File: config.mk
export PLATFORM = sky130hd
export DESIGN_NAME = opcode_fetch
export DESIGN_NICKNAME = d
export VERILOG_FILES = /design/src/rtl/opcode_fetch.sv
export SDC_FILE = /design/constraint.sdc
export NUM_CORES = 1
export LEC_CHECK = 0
export BUFFER_PORTS_ARGS = -buffer_cell sky130_fd_sc_hd__buf_2
export CORE_MARGIN = 4
export CORE_UTILIZATION = 40
export DETAILED_ROUTE_END_ITERATION = 8
export PLACE_DENSITY = 0.63
export REMOVE_ABC_BUFFERS = 1
export SYNTH_ARGS = -nofsm -noshare
export SYNTH_HDL_FRONTEND = slang
export SYNTH_SLANG_ARGS = --single-unit
export TNS_END_PERCENT = 1
File: constraint.sdc
create_clock -name clk -period 2.9 [get_ports clk]
set_clock_uncertainty 0.15 [all_clocks]
set_input_delay 0.29 -clock clk [delete_from_list [all_inputs] [get_ports clk]]
set_output_delay 0.29 -clock clk [all_outputs]
set_load 0.02 [all_outputs]
File: src/rtl/opcode_fetch.sv
// opcode_fetch: byte-wide instruction fetch and prefetch FIFO feeding the microcode sequencer.
// Ports:
//   clk, rst_b                  clock, asynchronous active-low reset
//   mc__more_2a, mc__stall      hold the head entry (no pop)
//   redirect_4a, redirect_pc_4a flush FIFO and restart fetch at redirect_pc_4a
//   imem_req, imem_addr         single-outstanding memory request, address held until ack
//   imem_ack, imem_data         request completion and fetched byte
//   opcode, opcode_valid        head byte (NOP_OPCODE when empty) and its valid flag
//   opcode_pc                   address of the head byte, zero when empty
module opcode_fetch #(
    parameter int          DEPTH      = 4,
    parameter logic [31:0] RESET_PC   = 32'h0,
    parameter logic [7:0]  NOP_OPCODE = 8'h00
) (
    input  logic        clk,
    input  logic        rst_b,
    input  logic        mc__more_2a,
    input  logic        mc__stall,
    input  logic        redirect_4a,
    input  logic [31:0] redirect_pc_4a,
    output logic        imem_req,
    output logic [31:0] imem_addr,
    input  logic        imem_ack,
    input  logic [7:0]  imem_data,
    output logic [7:0]  opcode,
    output logic        opcode_valid,
    output logic [31:0] opcode_pc
);
    localparam int PW = $clog2(DEPTH);
    localparam int CW = $clog2(DEPTH + 1);
    localparam logic [CW-1:0] FULL = CW'(DEPTH);
    localparam logic [1:0] IDLE    = 2'd0;
    localparam logic [1:0] REQ     = 2'd1;
    localparam logic [1:0] DISCARD = 2'd2;

    logic [1:0]    state_q, state_d;
    logic [31:0]   fetch_pc_q, fetch_pc_d;
    logic [31:0]   addr_q, addr_d;
    logic [CW-1:0] count_q, count_d;
    logic [PW-1:0] rd_ptr_q, rd_ptr_d, wr_ptr_q, wr_ptr_d;
    logic [31:0]   pc_mem_q [DEPTH];
    logic [31:0]   pc_mem_d [DEPTH];
    logic [7:0]    byte_mem_q [DEPTH];
    logic [7:0]    byte_mem_d [DEPTH];
    logic          push, pop;

    // Only a live (non-discarded) request that completes without a kill is kept.
    assign push         = (state_q == REQ) && imem_ack && !redirect_4a;
    assign opcode_valid = count_q != '0;
    assign pop          = opcode_valid && !mc__more_2a && !mc__stall && !redirect_4a;
    assign opcode       = opcode_valid ? byte_mem_q[rd_ptr_q] : NOP_OPCODE;
    assign opcode_pc    = opcode_valid ? pc_mem_q[rd_ptr_q] : '0;
    assign imem_req     = state_q != IDLE;
    assign imem_addr    = addr_q;

    always_comb begin
        state_d    = state_q;
        fetch_pc_d = fetch_pc_q;
        addr_d     = addr_q;
        count_d    = count_q + CW'(push) - CW'(pop);
        rd_ptr_d   = rd_ptr_q + PW'(pop);
        wr_ptr_d   = wr_ptr_q + PW'(push);
        pc_mem_d   = pc_mem_q;
        byte_mem_d = byte_mem_q;
        if (push) begin
            pc_mem_d[wr_ptr_q]   = addr_q;
            byte_mem_d[wr_ptr_q] = imem_data;
            fetch_pc_d           = fetch_pc_q + 32'd1;
        end
        // A request is only issued from IDLE, where nothing is in flight, so
        // count < DEPTH already reserves the slot its ack will fill.
        case (state_q)
            IDLE: begin
                if (!redirect_4a && count_q < FULL) begin
                    state_d = REQ;
                    addr_d  = fetch_pc_q;
                end
            end
            REQ:     state_d = imem_ack ? IDLE : (redirect_4a ? DISCARD : REQ);
            DISCARD: state_d = imem_ack ? IDLE : DISCARD;
            default: state_d = IDLE;
        endcase
        if (redirect_4a) begin
            count_d    = '0;
            rd_ptr_d   = '0;
            wr_ptr_d   = '0;
            fetch_pc_d = redirect_pc_4a;
        end
    end

    always_ff @(posedge clk or negedge rst_b) begin
        if (!rst_b) begin
            state_q    <= IDLE;
            fetch_pc_q <= RESET_PC;
            addr_q     <= RESET_PC;
            count_q    <= '0;
            rd_ptr_q   <= '0;
            wr_ptr_q   <= '0;
            for (int i = 0; i < DEPTH; i++) begin
                pc_mem_q[i]   <= '0;
                byte_mem_q[i] <= '0;
            end
        end else begin
            state_q    <= state_d;
            fetch_pc_q <= fetch_pc_d;
            addr_q     <= addr_d;
            count_q    <= count_d;
            rd_ptr_q   <= rd_ptr_d;
            wr_ptr_q   <= wr_ptr_d;
            pc_mem_q   <= pc_mem_d;
            byte_mem_q <= byte_mem_d;
        end
    end
endmodule

After elaboration in Yosys (flattened, before gate mapping)
Cells that the tools add are included.
{"block": "op_classes", "reduce_logical": 15, "n_mux": 24, "n_addsub": 5, "n_eq_ne": 3, "magnitude_cmp": 4, "n_bitwise": 2}
{"cell": "two-way mux 32 bit", "count": 6}
{"cell": "bitwise mux 128 bit", "count": 1}
{"cell": "binary-select mux 32 bit (select 2 bit)", "count": 1}
{"cell": "demux 32 bit (select 2 bit)", "count": 1}
{"cell": "adder 32 x 1 -> 32 bit, second input constant", "count": 1}
{"cell": "bitwise mux 32 bit", "count": 1}
{"cell": "two-way mux 8 bit", "count": 4}
{"cell": "binary-select mux 8 bit (select 2 bit)", "count": 1}
{"cell": "demux 8 bit (select 2 bit)", "count": 1}
{"cell": "two-way mux 2 bit", "count": 6}
{"cell": "logical AND 1 bit", "count": 7}
{"cell": ">= comparator 3 bit, second input constant", "count": 2}
{"cell": "inverter 2 -> 3 bit", "count": 2}
{"cell": "case mux 2 bit (3 select lines)", "count": 1}
{"cell": "adder 2 x 1 -> 2 bit", "count": 2}
{"cell": "nonzero test 2 bit", "count": 2}
{"cell": "adder 3 x 1 -> 3 bit", "count": 1}
{"cell": "zero test 1 bit", "count": 3}
{"cell": "< comparator 3 x 1 -> 1 bit, second input constant", "count": 1}
{"cell": "< comparator 3 bit, second input constant", "count": 1}
{"cell": "two-way mux 3 bit", "count": 1}
{"cell": "nonzero test 3 bit", "count": 1}
{"cell": "subtractor 3 x 1 -> 3 bit", "count": 1}
{"cell": "equality test 2 x 1 -> 1 bit, second input constant", "count": 1}
{"cell": "4 further kinds", "count": 4}
{"block": "totals", "out_inout_bits": 74, "inputBits": 46, "reg_bits": 233}

Longest topological paths before layout
{"block": "depth", "ltp_word": 6, "ltp_mapped": 11}

Least setup slack after synthesis
No wires, ideal clock.
{"block": "synth_timing", "path_kind": "register to register", "from": "reg count_q[1]", "to": "reg count_q[2]", "setup_ps": 132, "n_path_buf": 1, "required_time_ps": 2618, "path_slack_ps": 355, "arrival_time_ps": 2263, "path_stages_with_launch": 11, "cell_sequence": "dfrtp_1 -> nor3_1 -> clkbuf_1 -> nor4_1 -> ha_1 -> inv_1 -> ha_1 -> inv_1 -> fa_1 -> xnor2_1 -> nor2_1"}
{"block": "synth_via", "elab_chain_len": 6, "elab_cells_between_ends": 7, "classes_between": "add/sub (2); mux (1); reduce/logical (4)"}
{"element": "start, declared", "line": "39", "rtl": "logic [CW-1:0] count_q, count_d;"}
{"element": "start signal, assigned", "line": "107", "rtl": "count_q <= count_d;"}
{"element": "branches (longest 4 deep; another with adder 3 x 1 -> 3 bit)"}
{"element": "subtractor 3 x 1 -> 3 bit *", "line": "60", "rtl": "count_d = count_q + CW'(push) - CW'(pop);"}
{"element": "two-way mux 3 bit *", "line": "83", "rtl": "if (redirect_4a) begin"}
{"element": "via count_d[2]", "line": "39"}
Mark *: on every way through the listed nets, which the timed path passes.
A chain may end at the register's enable or synchronous reset.

Worst setup path after layout
{"block": "layout_timing", "from": "reg rd_ptr_q[0]", "to": "out opcode_pc[7]"}
{"block": "layout_via", "elab_chain_len": 5}
{"element": "start, declared", "line": "40", "rtl": "logic [PW-1:0] rd_ptr_q, rd_ptr_d, wr_ptr_q, wr_ptr_d;"}
{"element": "start signal, assigned", "line": "108", "rtl": "rd_ptr_q <= rd_ptr_d;"}
{"element": "inverter 2 -> 3 bit (implied by the code)", "line": "52", "rtl": "assign opcode_pc = opcode_valid ? pc_mem_q[rd_ptr_q] : '0;"}
{"element": "binary-select mux 32 bit (select 2 bit)", "line": "52"}
{"element": "two-way mux 32 bit (implied by the code) (2 in series)", "line": "52"}
{"element": "two-way mux 32 bit", "line": "52"}
{"element": "end, declared", "line": "27", "rtl": "output logic [31:0] opcode_pc"}
No other way between the ends. The select of a mux whose other input is x is not followed.

==> results.sh <==
export IMPL_relSlewSlack_pct=62.48
export IMPL_synth_most_common_cell="dfrtp_1"
export IMPL_timing_final_setup_violations=0
export IMPL_antenna_found_initial=0
export IMPL_start_util_pct=40.65
export IMPL_cts_htree_levels=1
export IMPL_dieWidth_um=170.7
export IMPL_critical_path_class="reg -> out"
export IMPL_hold_path_class="in -> reg"
export IMPL_syn_area_per_cell_sq_um=14.03
export IMPL_worst_setup_path_end_kind="output pin"
export IMPL_vdd_drop_max_v=0.0003756
export IMPL_path_cells="buf_4 > mux4_2 > nor2b_1 > buf_2"
export IMPL_worst_slew_pin_slew_ns=0.5576
export IMPL_cp_data_arrival_time_ns=2.13
export IMPL_diodes=0
export IMPL_worst_setup_path_start_kind="register"
export IMPL_floorplan_die_area_sq_um=29150
export IMPL_ys_top_cells_by_count="233 x dfrtp_1, 162 x mux2_2, 44 x nor2b_1, 40 x mux4_2, 40 x nand2_1"
export IMPL_vias_in_the_first_global_route=6769
export IMPL_final_hold_violation_count=0
export IMPL_critical_path_required_ns=2.46
export IMPL_syn_inst=755
export IMPL_timing_fmax_mhz=388.8
export IMPL_dieHeight_um=170.7
export IMPL_drive_gt1_share_pct=42.34
export IMPL_synth_seq_area_share_pct=55.04
export IMPL_drtPass1Iterations=4
export IMPL_vias_per_std_cell=5.211
export IMPL_num_vias=6644
export IMPL_final_min_clock_period_ns=2.572
export IMPL_yosysWarningCount=0
export IMPL_number_of_cells_after_detailed_placement=1183
export IMPL_flow_area_growth_from_synthesis_pct=22.40
export IMPL_insertion_delay_ns=0.52
export IMPL_place_detailed_hpwl_mm=15.40
export IMPL_numPortBuffers=119
export IMPL_synth_async_sr_flop_share_pct=100.0
export IMPL_routability_congestion=0.7748
export IMPL_rows=59
export IMPL_clkSinkCount=233
export IMPL_worstPathMaxFanout=10
export IMPL_core_sq_um=26060
export IMPL_static_leakage_power_nw=6.032
export IMPL_cp_slowest_cell="mux4_2"
export IMPL_post_synth_main_area_contributors="dfrtp_1 55%, mux2_2 17%, mux4_2 8.5%"
export IMPL_drtAntennaViolNets=0
export IMPL_number_of_maximum_capacitance_violations=0
export IMPL_synth_seq_cells=233
export IMPL_ioPinCount=120
export IMPL_clk_pin_slew_worst_paths_ns=0.06
export IMPL_grt_max_degree=73
export IMPL_design_power_total_mw=10.01
export IMPL_timing_final_crit_share_pct=88.70
export IMPL_largest_buffer_count_on_any_clock_path=3
export IMPL_cts_tree="built"
export IMPL_number_of_flops_mapped_to_enable_cells_by_yosys=0
export IMPL_grt_first_pass_wirelength_mm=38.64
export IMPL_worst_hold_slack_ns=0.1154
export IMPL_final_net_count=972
export IMPL_routed_wirelength_mm=23.91
export IMPL_netlist_area_before_placement_sq_um=10590
export IMPL_power_density_nw_per_um2=771.8
export IMPL_critical_path_max_stage_delay_ns=0.52
export IMPL_cts_root_buffer="clkbuf_16"
export IMPL_non_filler_instance_count_after_layout=1275
export IMPL_dominantRegCellSynth="dfrtp_1"
export IMPL_slew_viol_final=0
export IMPL_run_status="complete, no violations"
export IMPL_setup_repair_after_global_routing_missed_its_margin="no"
export IMPL_yosys_area_top_type="dfrtp_1"
export IMPL_ys_types=37
export IMPL_routed_wire_length_per_instance_um=18.75
export IMPL_post_dp_cell_area_sq_um=11630
export IMPL_final_design_area_no_fill_sq_um=12960
export IMPL_number_of_clock_buffers_inserted_by_tritoncts=26
export IMPL_detail_route_iter0_violations=392
export IMPL_yosysTopAreaCellShare_pct=55.04
export IMPL_grt_overflow_total=0
export IMPL_detail_route_drc_violations=0
export IMPL_global_route_usage_total_pct=16.70
==> state kept, by name (all words and copies together) (netlist names) <==
signal / cells
rd_ptr_q: 2
byte_mem_q: 32
fetch_pc_q: 32
count_q: 3
imem_addr: 32
state_q: 2
wr_ptr_q: 2
pc_mem_q: 128
==> timing repair <==
action | in CTS | in global routing
gates resized for setup | 0 | 0
hold buffers | 42 | 0
setup endpoints to repair | 0 | 2
hold endpoints to repair | 127 | 0
buffers inserted | 0 | 2
==> stage by stage <==
stage / setup slack, ns / setup TNS [ns] / utilization, %
2_1_floorplan: -1.385 / -87.63 / -
3_3_place_gp: 0.4242 / 0 / 44.62
3_5_place_dp: 0.4822 / 0 / 44.62
4_1_cts: 0.06525 / 0 / 49.70
5_1_grt: 0.2270 / 0 / 49.75
6_report: 0.3277 / 0 / 49.75
==> layout by cell type, fill, tap and decap left out, types with 2 or more instances in the layout <==
cell type	count
and3_1	6
xnor2_1	29
nand2b_1	4
buf_2	118
clkinv_2	2
clkbuf_16	27
nand4_1	10
inv_1	6
nor2b_1	44
a21oi_1	2
xor2_1	5
mux2_1	33
nand3_1	8
nor3_1	13
buf_12	3
mux4_2	40
dlygate4sd3_1	42
nor2_1	14
clkbuf_8	14
nand2_2	2
mux2_2	162
nand3b_1	2
and4_1	6
ha_1	5
clkbuf_1	4
buf_4	20
dfrtp_1	231
nor3b_1	2
nand2_1	38
o21ai_0	29
==> layer usage <==
layer  routed length [um]  track usage [%]  up-vias
met1                11190            24.57     3432
met3                 1022            2.726       31
met4                  488            3.819        0
li1                     -                -     3052
met5                    0                0        -
met2                11210            26.29      129
==> final timing paths <==
path	from	to	slack [ns]	cells past startpoint
min in group asynchronous	rst_b	pc_mem_q[40]	0.17	2
max in group asynchronous	rst_b	byte_mem_q[14]	1.65	3
min	redirect_4a	count_q[2]	0.12	3
max	rd_ptr_q[0]	opcode_pc[7]	0.33	4
max reg2reg	state_q[0]	byte_mem_q[19]	0.48	6
min reg2reg	pc_mem_q[21]	pc_mem_q[21]	0.34	1
==> critical path, delay by kind of cell (launching register included) <==
family	cells	cell delay, ns
multiplexers	1	0.52
buffers and inverters	2	0.46
flip-flops	1	0.46
AND/OR/NAND/NOR	1	0.16
==> logic make-up after synthesis <==
logic type,share of synthesized area (%)
AO/OA/AOI/OAI,1.618
XOR/XNOR,2.811
adder cells (fa/ha/maj),0.7796
buffers and inverters,2.291
flip-flops,55.04
multiplexers,29.33
AND/OR/NAND/NOR,8.127
==> report_power, final <==
part	leakage [nW]	total, mW	switching, mW	internal [mW]
sequential	3.04	4.43	0.549	3.88
combinational	2.54	2.24	1.06	1.18
clock	0.446	3.33	1.28	2.05
total	6.03	10.0	2.89	7.12
==> cell type report <==
cell class | count | area [sq um]
Sequential cell | 233 | 5836
Timing Repair Buffer | 184 | 1236
Clock inverter | 3 | 17.52
Multi-Input combinational cell | 468 | 4547
Inverter | 7 | 26.28
Tap cell | 335 | 419.2
Fill cell | 2311 | 13090
Clock buffer | 45 | 883.3
(Power assumes the default switching activity.)
